**src/rtl/lcd1602_pkg.sv**
```systemverilog
// lcd1602_pkg
//   Shared definitions for the LCD1602 parallel-bus controller and receiver:
//   the instruction bytes the controller issues, DDRAM window bases and AC
//   wrap points, the synchronized bus sample record and the receiver FSM states.
package lcd1602_pkg;

    // Instruction bytes used by the controller's init and cursor sequences.
    localparam logic [7:0] CLEAR_DISPLAY             = 8'h01;
    localparam logic [7:0] SHIFT_CURSOR_RIGHT        = 8'h06;
    localparam logic [7:0] DISPON_CURSOROFF          = 8'h0C;
    localparam logic [7:0] LINES2_MATRIX5x8_MODE8bit = 8'h38;
    localparam logic [7:0] START_2LINE               = 8'hC0;

    // DDRAM addressing: each line of a two-line panel spans 40 addresses; a
    // one-line panel spans 80 contiguous addresses.
    localparam logic [6:0] LINE1_BASE    = 7'h00;
    localparam logic [6:0] LINE2_BASE    = 7'h40;
    localparam logic [6:0] LINE1_LAST    = 7'h27;
    localparam logic [6:0] LINE2_LAST    = 7'h67;
    localparam logic [6:0] ONE_LINE_LAST = 7'h4F;

    localparam logic [7:0] BLANK_CHAR = 8'h20;

    // One sample of the bus pins.
    typedef struct packed {
        logic       e;
        logic       rs;
        logic       rw;
        logic [7:0] data;
    } bus_sample_t;

    typedef enum logic [1:0] {
        ST_IDLE,
        ST_DECODE,
        ST_CLEAR
    } rx_state_e;

endpackage

```
**src/rtl/lcd1602_ac_step.sv**
```systemverilog
// lcd1602_ac_step
//   Next value of the DDRAM address counter after one step.
//   ac_i        current address counter
//   inc_i       1 = step up, 0 = step down
//   two_line_i  selects the two-line (0x00-0x27 / 0x40-0x67) or one-line
//               (0x00-0x4F) address map
//   ac_next_o   stepped address counter
module lcd1602_ac_step
    import lcd1602_pkg::*;
(
    input  logic [6:0] ac_i,
    input  logic       inc_i,
    input  logic       two_line_i,
    output logic [6:0] ac_next_o
);

    // NOTE: every output of a combinational block gets a default first, so no
    // path through the if-tree leaves it unassigned and infers a latch.
    always_comb begin
        ac_next_o = inc_i ? ac_i + 7'd1 : ac_i - 7'd1;
        if (two_line_i) begin
            // The end of one line continues at the start of the other.
            if (inc_i && ac_i == LINE1_LAST)       ac_next_o = LINE2_BASE;
            else if (inc_i && ac_i == LINE2_LAST)  ac_next_o = LINE1_BASE;
            else if (!inc_i && ac_i == LINE1_BASE) ac_next_o = LINE2_LAST;
            else if (!inc_i && ac_i == LINE2_BASE) ac_next_o = LINE1_LAST;
        end else begin
            if (inc_i && ac_i == ONE_LINE_LAST)    ac_next_o = LINE1_BASE;
            else if (!inc_i && ac_i == LINE1_BASE) ac_next_o = ONE_LINE_LAST;
        end
    end

endmodule

```
**src/rtl/lcd1602_bus_receiver.sv**
```systemverilog
// lcd1602_bus_receiver
//   LCD-side model of the HD44780 8-bit bus: samples each transfer on the
//   falling edge of enable, decodes it and keeps a shadow of the visible
//   2 x LINE_CHARS character window plus the display mode state.
//   Inputs : clk, reset (async, active low), lcd_e/lcd_rs/lcd_rw/lcd_data bus
//            pins, rd_addr shadow read index (0-15 line 1, 16-31 line 2).
//   Outputs: rd_data (registered read), char_valid/char_index/char_data per
//            stored character, cmd_valid/cmd_code per instruction,
//            addr_counter, display_on/entry_inc/mode_8bit/two_line mode bits,
//            busy during a clear, err_flags sticky error bits
//            ([0] unsupported op, [1] transfer while busy, [2] read transfer).
module lcd1602_bus_receiver
    import lcd1602_pkg::*;
#(
    parameter int SYNC_STAGES = 2,
    parameter int LINE_CHARS  = 16
) (
    input  logic       clk,
    input  logic       reset,
    input  logic       lcd_e,
    input  logic       lcd_rs,
    input  logic       lcd_rw,
    input  logic [7:0] lcd_data,
    input  logic [4:0] rd_addr,
    output logic [7:0] rd_data,
    output logic       char_valid,
    output logic [4:0] char_index,
    output logic [7:0] char_data,
    output logic       cmd_valid,
    output logic [7:0] cmd_code,
    output logic [6:0] addr_counter,
    output logic       display_on,
    output logic       entry_inc,
    output logic       mode_8bit,
    output logic       two_line,
    output logic       busy,
    output logic [2:0] err_flags
);

    localparam int DEPTH = 2 * LINE_CHARS;

    bus_sample_t [SYNC_STAGES-1:0] sync_q;
    bus_sample_t prev_q;
    rx_state_e   state_q;
    logic [4:0]  clr_idx_q;
    logic [6:0]  ac_q;
    logic        display_on_q, entry_inc_q, mode_8bit_q, two_line_q, busy_q;
    logic [2:0]  err_q;
    logic        char_valid_q, cmd_valid_q;
    logic [4:0]  char_index_q;
    logic [7:0]  char_data_q, cmd_code_q, rd_data_q;

    logic [7:0]  shadow_mem [DEPTH];

    bus_sample_t cur_s;
    logic        strobe;
    logic        win_hit;
    logic [4:0]  win_idx;
    logic [6:0]  ac_step_next;
    logic        mem_we;
    logic [4:0]  mem_waddr;
    logic [7:0]  mem_wdata;

    assign cur_s  = sync_q[SYNC_STAGES-1];
    // Falling edge of synchronized enable; the transfer is the pre-fall sample.
    assign strobe = prev_q.e & ~cur_s.e;

    // NOTE: sequential state is assigned with non-blocking (<=) so every flop
    // samples its inputs from before the clock edge, regardless of block order.
    always_ff @(posedge clk or negedge reset) begin
        if (!reset) begin
            sync_q <= '0;
            prev_q <= '0;
        end else begin
            sync_q <= {sync_q[SYNC_STAGES-2:0],
                       bus_sample_t'{e: lcd_e, rs: lcd_rs, rw: lcd_rw, data: lcd_data}};
            prev_q <= cur_s;
        end
    end

    // Data writes step per entry mode; cursor-move instructions by bit 2.
    lcd1602_ac_step u_ac_step (
        .ac_i       (ac_q),
        .inc_i      (prev_q.rs ? entry_inc_q : prev_q.data[2]),
        .two_line_i (two_line_q),
        .ac_next_o  (ac_step_next)
    );

    // Map AC onto the visible window of each line.
    always_comb begin
        win_hit = 1'b0;
        win_idx = 5'(ac_q);
        if (ac_q < 7'(LINE_CHARS)) begin
            win_hit = 1'b1;
        end else if (ac_q >= LINE2_BASE && ac_q < LINE2_BASE + 7'(LINE_CHARS)) begin
            win_hit = 1'b1;
            win_idx = 5'(LINE_CHARS) + 5'(ac_q - LINE2_BASE);
        end
    end

    // Single write port: CLEAR owns it; char writes only happen in IDLE.
    always_comb begin
        mem_we    = 1'b0;
        mem_waddr = win_idx;
        mem_wdata = prev_q.data;
        if (state_q == ST_CLEAR) begin
            mem_we    = 1'b1;
            mem_waddr = clr_idx_q;
            mem_wdata = BLANK_CHAR;
        end else if (state_q == ST_IDLE && strobe && !prev_q.rw && prev_q.rs && win_hit) begin
            mem_we = 1'b1;
        end
    end

    // NOTE: the shadow storage has no reset; its contents are only defined
    // after a clear, and leaving it unreset keeps it mappable to RAM.
    always_ff @(posedge clk) begin
        if (mem_we) shadow_mem[mem_waddr] <= mem_wdata;
    end

    // Read-before-write: a same-index write this cycle returns the old byte.
    always_ff @(posedge clk or negedge reset) begin
        if (!reset) rd_data_q <= '0;
        else        rd_data_q <= shadow_mem[rd_addr];
    end

    always_ff @(posedge clk or negedge reset) begin
        if (!reset) begin
            state_q      <= ST_IDLE;
            clr_idx_q    <= '0;
            ac_q         <= '0;
            display_on_q <= 1'b0;
            entry_inc_q  <= 1'b1;
            mode_8bit_q  <= 1'b1;
            two_line_q   <= 1'b0;
            busy_q       <= 1'b0;
            err_q        <= '0;
            char_valid_q <= 1'b0;
            char_index_q <= '0;
            char_data_q  <= '0;
            cmd_valid_q  <= 1'b0;
            cmd_code_q   <= '0;
        end else begin
            char_valid_q <= 1'b0;
            cmd_valid_q  <= 1'b0;
            case (state_q)
                ST_IDLE: begin
                    if (strobe) begin
                        state_q <= ST_DECODE;
                        if (prev_q.rw) begin
                            err_q[2] <= 1'b1;
                        end else if (prev_q.rs) begin
                            char_valid_q <= win_hit;
                            char_index_q <= win_idx;
                            char_data_q  <= prev_q.data;
                            ac_q         <= ac_step_next;
                        end else begin
                            cmd_valid_q <= 1'b1;
                            cmd_code_q  <= prev_q.data;
                            // Decoded by the highest set bit.
                            casez (prev_q.data)
                                8'b1???_????: ac_q <= prev_q.data[6:0];
                                8'b01??_????: err_q[0] <= 1'b1;
                                8'b001?_????: begin
                                    mode_8bit_q <= prev_q.data[4];
                                    two_line_q  <= prev_q.data[3];
                                    if (!prev_q.data[4]) err_q[0] <= 1'b1;
                                end
                                8'b0001_????: begin
                                    if (prev_q.data[3]) err_q[0] <= 1'b1;
                                    else                ac_q <= ac_step_next;
                                end
                                8'b0000_1???: display_on_q <= prev_q.data[2];
                                8'b0000_01??: begin
                                    entry_inc_q <= prev_q.data[1];
                                    if (prev_q.data[0]) err_q[0] <= 1'b1;
                                end
                                8'b0000_001?: ac_q <= '0;
                                8'b0000_0001: begin
                                    ac_q        <= '0;
                                    entry_inc_q <= 1'b1;
                                end
                                default: ;
                            endcase
                        end
                    end
                end
                ST_DECODE: begin
                    // cmd_valid_q/cmd_code_q still hold the instruction just decoded.
                    if (cmd_valid_q && cmd_code_q == CLEAR_DISPLAY) begin
                        state_q   <= ST_CLEAR;
                        busy_q    <= 1'b1;
                        clr_idx_q <= '0;
                    end else begin
                        state_q <= ST_IDLE;
                    end
                end
                ST_CLEAR: begin
                    if (strobe) err_q[1] <= 1'b1;
                    if (clr_idx_q == 5'(DEPTH - 1)) begin
                        state_q <= ST_IDLE;
                        busy_q  <= 1'b0;
                    end else begin
                        clr_idx_q <= clr_idx_q + 5'd1;
                    end
                end
                default: state_q <= ST_IDLE;
            endcase
        end
    end

    assign rd_data      = rd_data_q;
    assign char_valid   = char_valid_q;
    assign char_index   = char_index_q;
    assign char_data    = char_data_q;
    assign cmd_valid    = cmd_valid_q;
    assign cmd_code     = cmd_code_q;
    assign addr_counter = ac_q;
    assign display_on   = display_on_q;
    assign entry_inc    = entry_inc_q;
    assign mode_8bit    = mode_8bit_q;
    assign two_line     = two_line_q;
    assign busy         = busy_q;
    assign err_flags    = err_q;

endmodule

```
**config.mk**
```make
export PLATFORM = sky130hd
export DESIGN_NAME = lcd1602_bus_receiver
export DESIGN_NICKNAME = d
export VERILOG_FILES = /design/src/rtl/lcd1602_pkg.sv /design/src/rtl/lcd1602_ac_step.sv /design/src/rtl/lcd1602_bus_receiver.sv
export SDC_FILE = /design/constraint.sdc
export NUM_CORES = 1
export LEC_CHECK = 0
export BUFFER_PORTS_ARGS = -buffer_cell sky130_fd_sc_hd__buf_4
export CELL_PAD_IN_SITES_DETAIL_PLACEMENT = 2
export CELL_PAD_IN_SITES_GLOBAL_PLACEMENT = 2
export CORE_ASPECT_RATIO = 1.1
export CORE_MARGIN = 2
export CORE_UTILIZATION = 50
export CTS_CLUSTER_SIZE = 28
export DETAILED_ROUTE_END_ITERATION = 7
export HOLD_SLACK_MARGIN = 0.12
export PLACE_DENSITY_LB_ADDON = 0.1
export SYNTH_ARGS = -nofsm -noshare
export SYNTH_HDL_FRONTEND = slang
export SYNTH_HIERARCHICAL = 1
export SYNTH_SLANG_ARGS = --single-unit
```
**constraint.sdc**
```tcl
create_clock -name clk -period 6.5 [get_ports clk]
set_input_delay 1.625 -clock clk [delete_from_list [all_inputs] [get_ports clk]]
set_output_delay 1.625 -clock clk [all_outputs]
set_load 0.05 [all_outputs]
```
# [After elaboration in Yosys (flattened, before gate mapping)]
# Memories as Yosys holds them, arrays and structs flattened. A register that Yosys moved wholly into a read port is not among the register bits.
# Index checks and enable logic that the tools add are counted.
[word_totals] regBits=78 ramBits=256 inputBits=18 output_inout_bits=46 n_memories=1
[mem_list] name="shadow_mem" depth=32 word_bits=8 rd=1 rd_ports_with_merged_regs=1 wr=1 line_no="lcd1602_bus_receiver.sv:53" text="logic [7:0] shadow_mem [DEPTH];"
[classes] addsub=5 order_cmp=3 eq_ne=23 mux=45 n_bitwise=4 n_reduce_logical=33
[op_table] operator="two-way mux 7 bit" n=10
[op_table] operator="two-way mux 5 bit" n=5
[op_table] operator="equality test 7 bit, second input constant" n=3
[op_table] operator="case mux 7 bit (3 select lines)" n=1
[op_table] operator="two-way mux 1 bit" n=20
[op_table] operator="AND reduction 5 bit" n=4
[op_table] operator="equality test 8 x 1 -> 1 bit, second input constant" n=2
[op_table] operator="!= test 2 bit, second input constant" n=6
[op_table] operator="logical AND 1 bit" n=11
[op_table] operator="case mux 5 bit (2 select lines)" n=1
[op_table] operator="AND reduction 3 bit" n=3
[op_table] operator="two-way mux 8 bit" n=1
[op_table] operator="AND reduction 4 bit" n=2
[op_table] operator="AND reduction 8 bit" n=1
[op_table] operator="nonzero test 4 bit" n=2
[op_table] operator="adder 7 x 1 -> 7 bit, second input constant" n=1
[op_table] operator="equality test 7 x 1 -> 1 bit, second input constant" n=1
[op_table] operator="equality test 7 x 6 -> 1 bit, second input constant" n=1
[op_table] operator=">= comparator 7 bit, second input constant" n=1
[op_table] operator="logical NOT 7 bit" n=1
[op_table] operator="< comparator 7 x 5 -> 1 bit, second input constant" n=1
[op_table] operator="< comparator 7 bit, second input constant" n=1
[op_table] operator="subtractor 7 x 1 -> 7 bit, second input constant" n=1
[op_table] operator="equality test 6 x 1 -> 1 bit, second input constant" n=1
[op_table] operator="other kinds (22)" n=32

# [Depth between registers and ports, before layout]
# Gate-level depths: netlist (run 1).
[depth] ltp_word=11 ltp_mapped=11

# [Cells and area by module]
# The synthesis (run 1) kept the hierarchy.
[by_module_without_submodules] module="lcd1602_bus_receiver" n_inst=1 cells_per_inst=707 area_per_inst_um2=13152.6 seq_area_each_um2=9841.9
[by_module_without_submodules] module="lcd1602_ac_step" n_inst=1 cells_per_inst=61 area_per_inst_um2=457.9 seq_area_each_um2=0.0

# [Worst setup path after synthesis (run 1)]
# No wires, ideal clock.
[synth_path] kind="flip-flop to flip-flop" start="register entry_inc_q, in the netlist entry_inc" end="register ac_q[6], in the netlist addr_counter[6]" setup_time_ns=0.125 arrival_ns=2.787 required_ns=6.375 setup_slack_ns=3.589 stages_incl_launch_ff=11 path_buffers=0 synth_period_minus_slack_ns=2.911 path_cell_list="dfstp_2 -> mux2_2 -> inv_1 -> fa_1 -> a211oi_1 -> o21a_1 -> or3_1 -> o221a_2 -> o211ai_1 -> a22o_2 -> mux2_2"
[synth_via] elab_chain_len=11 word_cells_on_any_way=18
[synth_rtl] element="start, declared" line_no="lcd1602_bus_receiver.sv:47" text="logic display_on_q, entry_inc_q, mode_8bit_q, two_line_q, busy_q;"
[synth_rtl] element="start signal, assigned" line_no="lcd1602_bus_receiver.sv:175" text="entry_inc_q <= prev_q.data[1];"
[synth_rtl] element="two-way mux 1 bit (*)" line_no="lcd1602_bus_receiver.sv:84" text=".inc_i (prev_q.rs ? entry_inc_q : prev_q.data[2]),"
[synth_rtl] element="logical NOT 1 bit" line_no="lcd1602_ac_step.sv:25, lcd1602_ac_step.sv:26, lcd1602_ac_step.sv:29"
[synth_rtl] element="logical AND 1 bit" line_no="lcd1602_ac_step.sv:26" text="else if (!inc_i && ac_i == LINE2_BASE) ac_next_o = LINE1_LAST;"
[synth_rtl] element="two-way mux 7 bit" line_no="lcd1602_ac_step.sv:26"
[synth_rtl] element="two-way mux 7 bit" line_no="lcd1602_ac_step.sv:25" text="else if (!inc_i && ac_i == LINE1_BASE) ac_next_o = LINE2_LAST;"
[synth_rtl] element="two-way mux 7 bit" line_no="lcd1602_ac_step.sv:24" text="else if (inc_i && ac_i == LINE2_LAST) ac_next_o = LINE1_BASE;"
[synth_rtl] element="two-way mux 7 bit" line_no="lcd1602_ac_step.sv:23" text="if (inc_i && ac_i == LINE1_LAST) ac_next_o = LINE2_BASE;"
[synth_rtl] element="two-way mux 7 bit (*)" line_no="lcd1602_ac_step.sv:21" text="if (two_line_i) begin"
[synth_rtl] element="named net ac_step_next[6]" line_no="lcd1602_bus_receiver.sv:59" text="logic [6:0] ac_step_next;"
[synth_rtl] element="two-way mux 7 bit" line_no="lcd1602_bus_receiver.sv:170" text="if (prev_q.data[3]) err_q[0] <= 1'b1;"
[synth_rtl] element="case mux 7 bit (3 select lines)" line_no="lcd1602_bus_receiver.sv:161" text="casez (prev_q.data)"
[synth_rtl] element="two-way mux 7 bit (*)" line_no="lcd1602_bus_receiver.sv:152" text="end else if (prev_q.rs) begin"
[synth_rtl] element="end signal, assigned" line_no="lcd1602_bus_receiver.sv:156" text="ac_q <= ac_step_next;"
[synth_rtl] element="end signal, assigned" line_no="lcd1602_bus_receiver.sv:171" text="else ac_q <= ac_step_next;"
[synth_rtl] element="end, declared" line_no="lcd1602_bus_receiver.sv:46" text="logic [6:0] ac_q;"
# Mark *: on every way through the listed nets, which the timed path passes. The rest lies on a longest branch. The select of a mux whose other input is x is not followed.
# A chain may end at the register's enable or synchronous reset.

==> impl_results.md, run 1 <==
* Static leakage at 5.38 nW
* DR WL met2 at 20800 µm
* Fin Setup TNS at 0 ns
* Register area share after synthesis at a little over 70%
* CTS resizes at 0
* Hold_buf cts at 0
* Core Area at 26900 µm²
* Number of synthesized flops with an enable pin at between 200 and 300
* Gr usage total at around 29%
* YS warnings at 6
* I/O Pins at 64
* Number of global-route vias before repair at between 8000 and 9000
* Maximum vdd drop at ~0.00026 V
* Design area at roughly 16000 µm²
* Combinational Power Share at between 20% and 30%
* Most frequent cells in the layout: edfxtp_1 (256), dfrtp_1 (84), buf_4 (69)
* Synth async-reset ratio at around a quarter
* Kind of end point of the critical path: register
* Slew Limit Fails at 0
* CP arrival at about 3.8 ns
* Residual DRC at 0
* Final period utilization at a little over half
* Net Switching at between 1.5 and 2 mW
* Post-detail-place hpwl at 24700 µm
* First-pass GRT wire length at approximately 60000 µm
* Met1 wire length at between 15000 and 20000 µm
* Post-Syn Area at between 10000 and 15000 µm²
* Drt first-iter violations at just under 700
* Ratio of cells with drive above 1 in the final layout at a little over a quarter
* Postcts setup bufs at 0
* Die Height at 177 µm
* CP Cell Sequence: buf_4, buf_4, mux4_2, o22ai_1, nor4_1
* Flop pwr share at between 40% and 50%
* Commonest non-fill, non-tap cell in the layout: edfxtp_1
* DR WL met3 at ~1900 µm
* Worst path required time at between 6 and 7 ns
* Diode count at 0
* Multi-input logic area at 3560 µm²
* CTS Root Buffer Type: clkbuf_16
* Unrepaired setup endpoints after global routing: false
* Number of distinct library cells after synthesis at about 70
* Ys flop type: edfxtp_1
* Post-layout minimum cycle time at roughly 3.4 ns
* Clk_skew at 0.0200 ns
* Syn Area/Cell at about 18 µm²
* Cells after Synth at between 700 and 800
* # clock sinks at 342
* Max Clock Freq at about 0.3 GHz
* Routed vias at approximately 7700
* Syn Nets at around 800
* Chip Width at around 160 µm
* CP most frequent cell: buf_4
* Die area at 28600 µm²
* PwrDens at about 370 nW/µm²
* Clock network power share at between 30% and 40%
* Port Buf Inserts at 63
* Startpoint types: primary input
* Initial Utilization at between 50% and 60%
* First drt pass iteration count at 6
* Largest net degree at the start of global routing at just over 80
* Final setup viols at 0
* Num rows at 63
* Largest stage delay, worst path at roughly 0.63 ns
* Fill cells at 2299
* Critical path fanouts, max at 42
* H-tree levels at 2
* Congestion Overflow GR at 0
* Clock transition at path regs at 0.06 ns
* Slowest stage cell, crit path: buf_4
* Min-delay worst type: reg -> reg
* Vias/cell at about 6.2
* Drt wl/cell at between 30 and 40 µm
* Final nets at 872
* Crit Path Category: in -> reg
* Fin. Hold Viols at 0
* Syn-to-layout area delta at 14.4%
* Slew headroom at roughly 24%
* Placed instance area at 14400 µm²
* Sw Ratio at a little under a third
* Seq. cell area at 9840 µm²
* WL final at ~40000 µm
* Max-cap viol count at 0
* GPL Wtd Cong at 0.782
* Worst Tran Pin Value at between 1 and 1.5 ns
* Synth Register Bits at 342
* CTS tree: done
* Number of buffers created by CTS at 37
* Internal cell power at ~4 mW
* Clk_lat worst skew at around 0.53 ns
* Initial antenna violation count at 0
* Status: finished, final reports clean
* CTS Buffer Depth at 3
* Top sig layer: met4
* ANT nets after route at 0
-- logic make-up (layout without fill, tap and decap cells) --
group	after synthesis	in the layout	synth area share [%]
adder cells (fa/ha/maj)	11	11	1.07
buffers and inverters	52	156	1.83
XOR/XNOR	2	2	0.129
AO/OA/AOI/OAI	107	107	5.75
multiplexers	83	83	12.1
AND/OR/NAND/NOR	171	171	6.78
flip-flops	342	342	72.3
-- metrics by stage --
stage	power (mW)	utilization (%)	hold slack, ns	std cells	worst slack (ns)
2_1_floorplan	3.44	-	0.331	768	3.59
3_3_place_gp	3.77	53.6	0.332	1161	2.59
3_5_place_dp	3.85	53.6	0.336	1161	2.53
4_1_cts	5.87	57.8	0.349	1229	3.07
5_1_grt	6.02	57.9	0.355	1229	2.88
6_report	5.83	57.9	0.346	1229	3.09
-- registers in the layout, summed over array words and instances (netlist names), 7 cells and up --
| signal | flops |
|---|---|
| shadow_mem | 256 |
| cur_s | 11 |
| prev_q | 11 |
| sync_q | 11 |
| char_data | 8 |
| cmd_code | 8 |
| rd_data | 8 |
| addr_counter | 7 |
-- final timing paths --
path,startpoint,to,slack (ns),depth (start not counted)
hold / removal,cur_s[6]$_DFF_PN0_,prev_q[6]$_DFF_PN0_,0.35,0
hold reg to reg,cur_s[6]$_DFF_PN0_,prev_q[6]$_DFF_PN0_,0.35,0
max in group asynchronous,reset,rd_data[2]$_DFF_PN0_,4.31,2
setup reg to reg,prev_q[2]$_DFF_PN0_,addr_counter[6]$_DFFE_PN0P_,3.15,10
setup / recovery,rd_addr[1],rd_data[3]$_DFF_PN0_,3.09,5
min in group asynchronous,reset,sync_q[7]$_DFF_PN0_,0.90,1
-- power by group through the flow --
stage / registers [mW] / clock network (mW) / logic [mW]
5_1_grt: 2.65 / 2.11 / 1.26
3_5_place_dp: 2.68 / 0 / 1.17
4_1_cts: 2.64 / 2.05 / 1.18
2_1_floorplan: 2.90 / 0 / 0.539
6_report: 2.64 / 2.02 / 1.18
3_3_place_gp: 2.66 / 0 / 1.11
-- cell usage after synthesis (12+ instances only) --
master	number	area (µm²)
edfxtp_1	256	7690
mux2_2	14	158
nor2_1	47	176
o22ai_1	34	213
o21ai_0	20	100
dfrtp_1	84	2100
nand2_1	48	180
mux4_2	64	1440
clkbuf_1	12	45.0
buf_4	13	97.6
inv_1	17	63.8
-- metal layers --
layer | track usage, % | vias to the layer above
li1 | - | 3199
met5 | 0 | -
met3 | 4.38 | 56
met2 | 51.3 | 258
met1 | 36.8 | 4145
met4 | 8.97 | 0
-- area by class of cell --
cell class	instances	area share, %
timing repair buffer	69	3.33
clock inverter	11	0.386
multi-input combinational	374	22.8
sequential	342	63.2
clock buffer	57	6.90
inverter	19	0.458
tap	357	2.87
-- worst max-delay path, delay by kind of cell --
| kind | cells | cell delay, ns |
|---|---|---|
| buffers and inverters | 2 | 1.18 |
| muxes | 1 | 0.59 |
| AOI/OAI and AO/OA | 1 | 0.24 |
| and+or+nand+nor | 1 | 0.08 |
(Power assumes the default switching activity.)
==> run 2: changes to the inputs <==
- CORE_UTILIZATION: 50 -> 47
- clock period: 6.5 -> 3.26 ns (I/O delays scaled with it)
==> run 2 against run 1 <==
  * Critical path depth rose by 5
  * First-iteration DRC count is 18% higher
  * Die area increased by 6.2%
  * Critical path type is now reg -> reg
  * Highest routed layer unchanged
==> impl_results.md, run 2 (same netlist as run 1, synthesis figures left out) <==
* Crit Path Category: reg -> reg
* Core Area at 28600 µm² (+6.5%)
* # clock sinks at 342 (unchanged)
* Largest stage delay, worst path at 0.57 ns (-0.06 ns)
* Slew headroom at 38.9% (+15 points)
* Register-to-Register Path Depth at 10 (unchanged)
* Startpoint types: register
* Routed vias at 8099 (+5.8%)
* Slew Limit Fails at 0 (unchanged)
* Worst path required time at 3.67 ns (-3.22 ns)
* Fin Setup TNS at 0 ns (unchanged)
* CP Cell Sequence: mux2_2, clkinvlp_4, ha_1, a211oi_2, o21a_1, o21ai_0, o221a_2, o211ai_1, a22o_2, mux2_2
* Port Buf Inserts at 63 (unchanged)
* Final nets at 919 (+5.4%)
* Congestion Overflow GR at 0 (unchanged)
* Hold_buf cts at 0 (unchanged)
* Status: finished, final reports clean
* Clock transition at path regs at 0.06 ns (about the same)
* Clk_lat worst skew at 0.53 ns (about the same)
* Reg-to-reg slack, setup at 0.08 ns (-3.07 ns)
* Clk_skew at 0.0168 ns (-0.00311 ns)
* Post-detail-place hpwl at 26600 µm (+7.7%)
* WP buf/inv at 1 (-1)
* Number of global-route vias before repair at 9005 (+5.6%)
* Max-cap viol count at 0 (unchanged)
* Slowest stage cell, crit path: dfstp_2
* Met3 Resource Use GR at 3.93% (-0.46 points)
* Die area at 30300 µm² (+6.2%)
* Num rows at 65 (+3.2%)
* Min-delay worst type: in -> async
* Final hold slack at 0.308 ns (-0.0380 ns)
* Ratio of cells with drive above 1 in the final layout at 31.4% (+4.7 points)
* Die Height at 182 µm (+3.1%)
* CTS Root Buffer Type: clkbuf_16
* I/O Pins at 64 (unchanged)
* PwrDens at 758 nW/µm² (+100%)
* Max reg flops at 256 (unchanged)
* Drt first-iter violations at 810 (+18%)
* Fin. Hold Viols at 0 (unchanged)
* Residual DRC at 0 (unchanged)
* Worst Tran Pin Value at 0.916 ns (-0.224 ns)
* Maximum vdd drop at 0.000639 V (+150%)
* Met2 Usage GRT at 56.4% (+5.2 points)
* Most frequent cells in the layout: edfxtp_1 (256), buf_4 (113), dfrtp_1 (84)
* Final period utilization at between 90 and 100%
* Initial antenna violation count at 0 (unchanged)
* Most flops, register: shadow_mem
* Unrepaired setup endpoints after global routing: false
* First-pass GRT wire length at 65000 µm (+8.9%)
* Gr usage total at 29.7% (+0.81 points)
* Post-layout minimum cycle time at roughly 3.2 ns
* Final setup viols at 0 (unchanged)
* GR Layer Usage met1 at 35.4% (-1.4 points)
* Static leakage at 5.69 nW (+5.8%)
* Number of buffers created by CTS at 37 (unchanged)
* GPL Wtd Cong at 0.863 (+10%)
* CTS Buffer Depth at 3 (unchanged)
* CP most frequent cell: mux2_2
* Global route hottest layer: met2
* Chip Width at 166 µm (+3.1%)
* CP arrival at 3.59 ns (-0.21 ns)
* Worst r2r src: entry_inc$_DFFE_PN1P_
* WL final at 44000 µm (+11%)
* CTS tree: done
* First drt pass iteration count at 5 (-1)
* Reg2reg end: addr_counter[6]$_DFFE_PN0P_
* Kind of end point of the critical path: register
* Drt wl/cell at 34.2 µm (+6.4%)
* H-tree levels at 2 (unchanged)
* Diode count at 0 (unchanged)
* Largest net degree at the start of global routing at 51 (-39%)
* Initial Utilization at 47.5% (-3.1 points)
* Max Clock Freq at around 0.31 GHz
* Util after Layout at 56.2% (-1.8 points)
* Critical path fanouts, max at 9 (-79%)
* Top delay family on crit path: compound AO/OA/AOI/OAI gates
* Commonest non-fill, non-tap cell in the layout: edfxtp_1
* Vias/cell at 6.29 (+0.99%)
* Syn-to-layout area delta at 18.1%
* ANT nets after route at 0 (unchanged)
## run 2: area by class of cell
class | instances | area (µm²)
timing repair buffer | 116 | 908
tap | 368 | 460
clock inverter | 19 | 201
inverter | 19 | 75.1
clock buffer | 49 | 1040
sequential | 342 | 9840
fill | 2485 | 12500
multi-input combinational | 374 | 3550
## run 2: per-layer routing
layer / part of all wire (%) / wire [µm]
met4: 3.1 / 1350
met3: 4.2 / 1870
met2: 55 / 24200
met5: 0 / 0
met1: 38 / 16500
## run 2: repair_timing
| action | 4_1_cts | 5_1_grt |
|---|---|---|
| setup endpoints to repair | 0 | 1 |
| buffers inserted | 0 | 3 |
| gates resized for setup | 0 | 2 |
## run 2: how the worst max path moves through the flow
stage / from / to / slack, ns / cells after the start
2_1_floorplan: entry_inc$_DFFE_PN1P_ / addr_counter[6]$_DFFE_PN0P_ / 0.35 / 10
3_3_place_gp: prev_q[9]$_DFF_PN0_ / addr_counter[6]$_DFFE_PN0P_ / 0.33 / 10
3_5_place_dp: prev_q[9]$_DFF_PN0_ / addr_counter[6]$_DFFE_PN0P_ / 0.14 / 10
4_1_cts: prev_q[9]$_DFF_PN0_ / addr_counter[6]$_DFFE_PN0P_ / 0.07 / 10
5_1_grt: entry_inc$_DFFE_PN1P_ / addr_counter[6]$_DFFE_PN0P_ / 0.03 / 10
6_report: entry_inc$_DFFE_PN1P_ / addr_counter[6]$_DFFE_PN0P_ / 0.08 / 10
## run 2: per-stage QoR
stage	area, µm²	power [mW]	worst slack, ns	std cells
6_report	16100	12.2	0.0768	1287
5_1_grt	16100	12.5	0.0346	1287
4_1_cts	16000	12.2	0.0702	1284
3_5_place_dp	14800	7.76	0.139	1216
3_3_place_gp	14800	7.59	0.330	1216
2_1_floorplan	13600	6.86	0.349	768
## run 2: power breakdown
group | switching [mW] | internal (mW)
Clock | 1.83 | 2.58
Combinational | 1.77 | 0.815
Sequential | 0.287 | 4.91
Total | 3.88 | 8.31
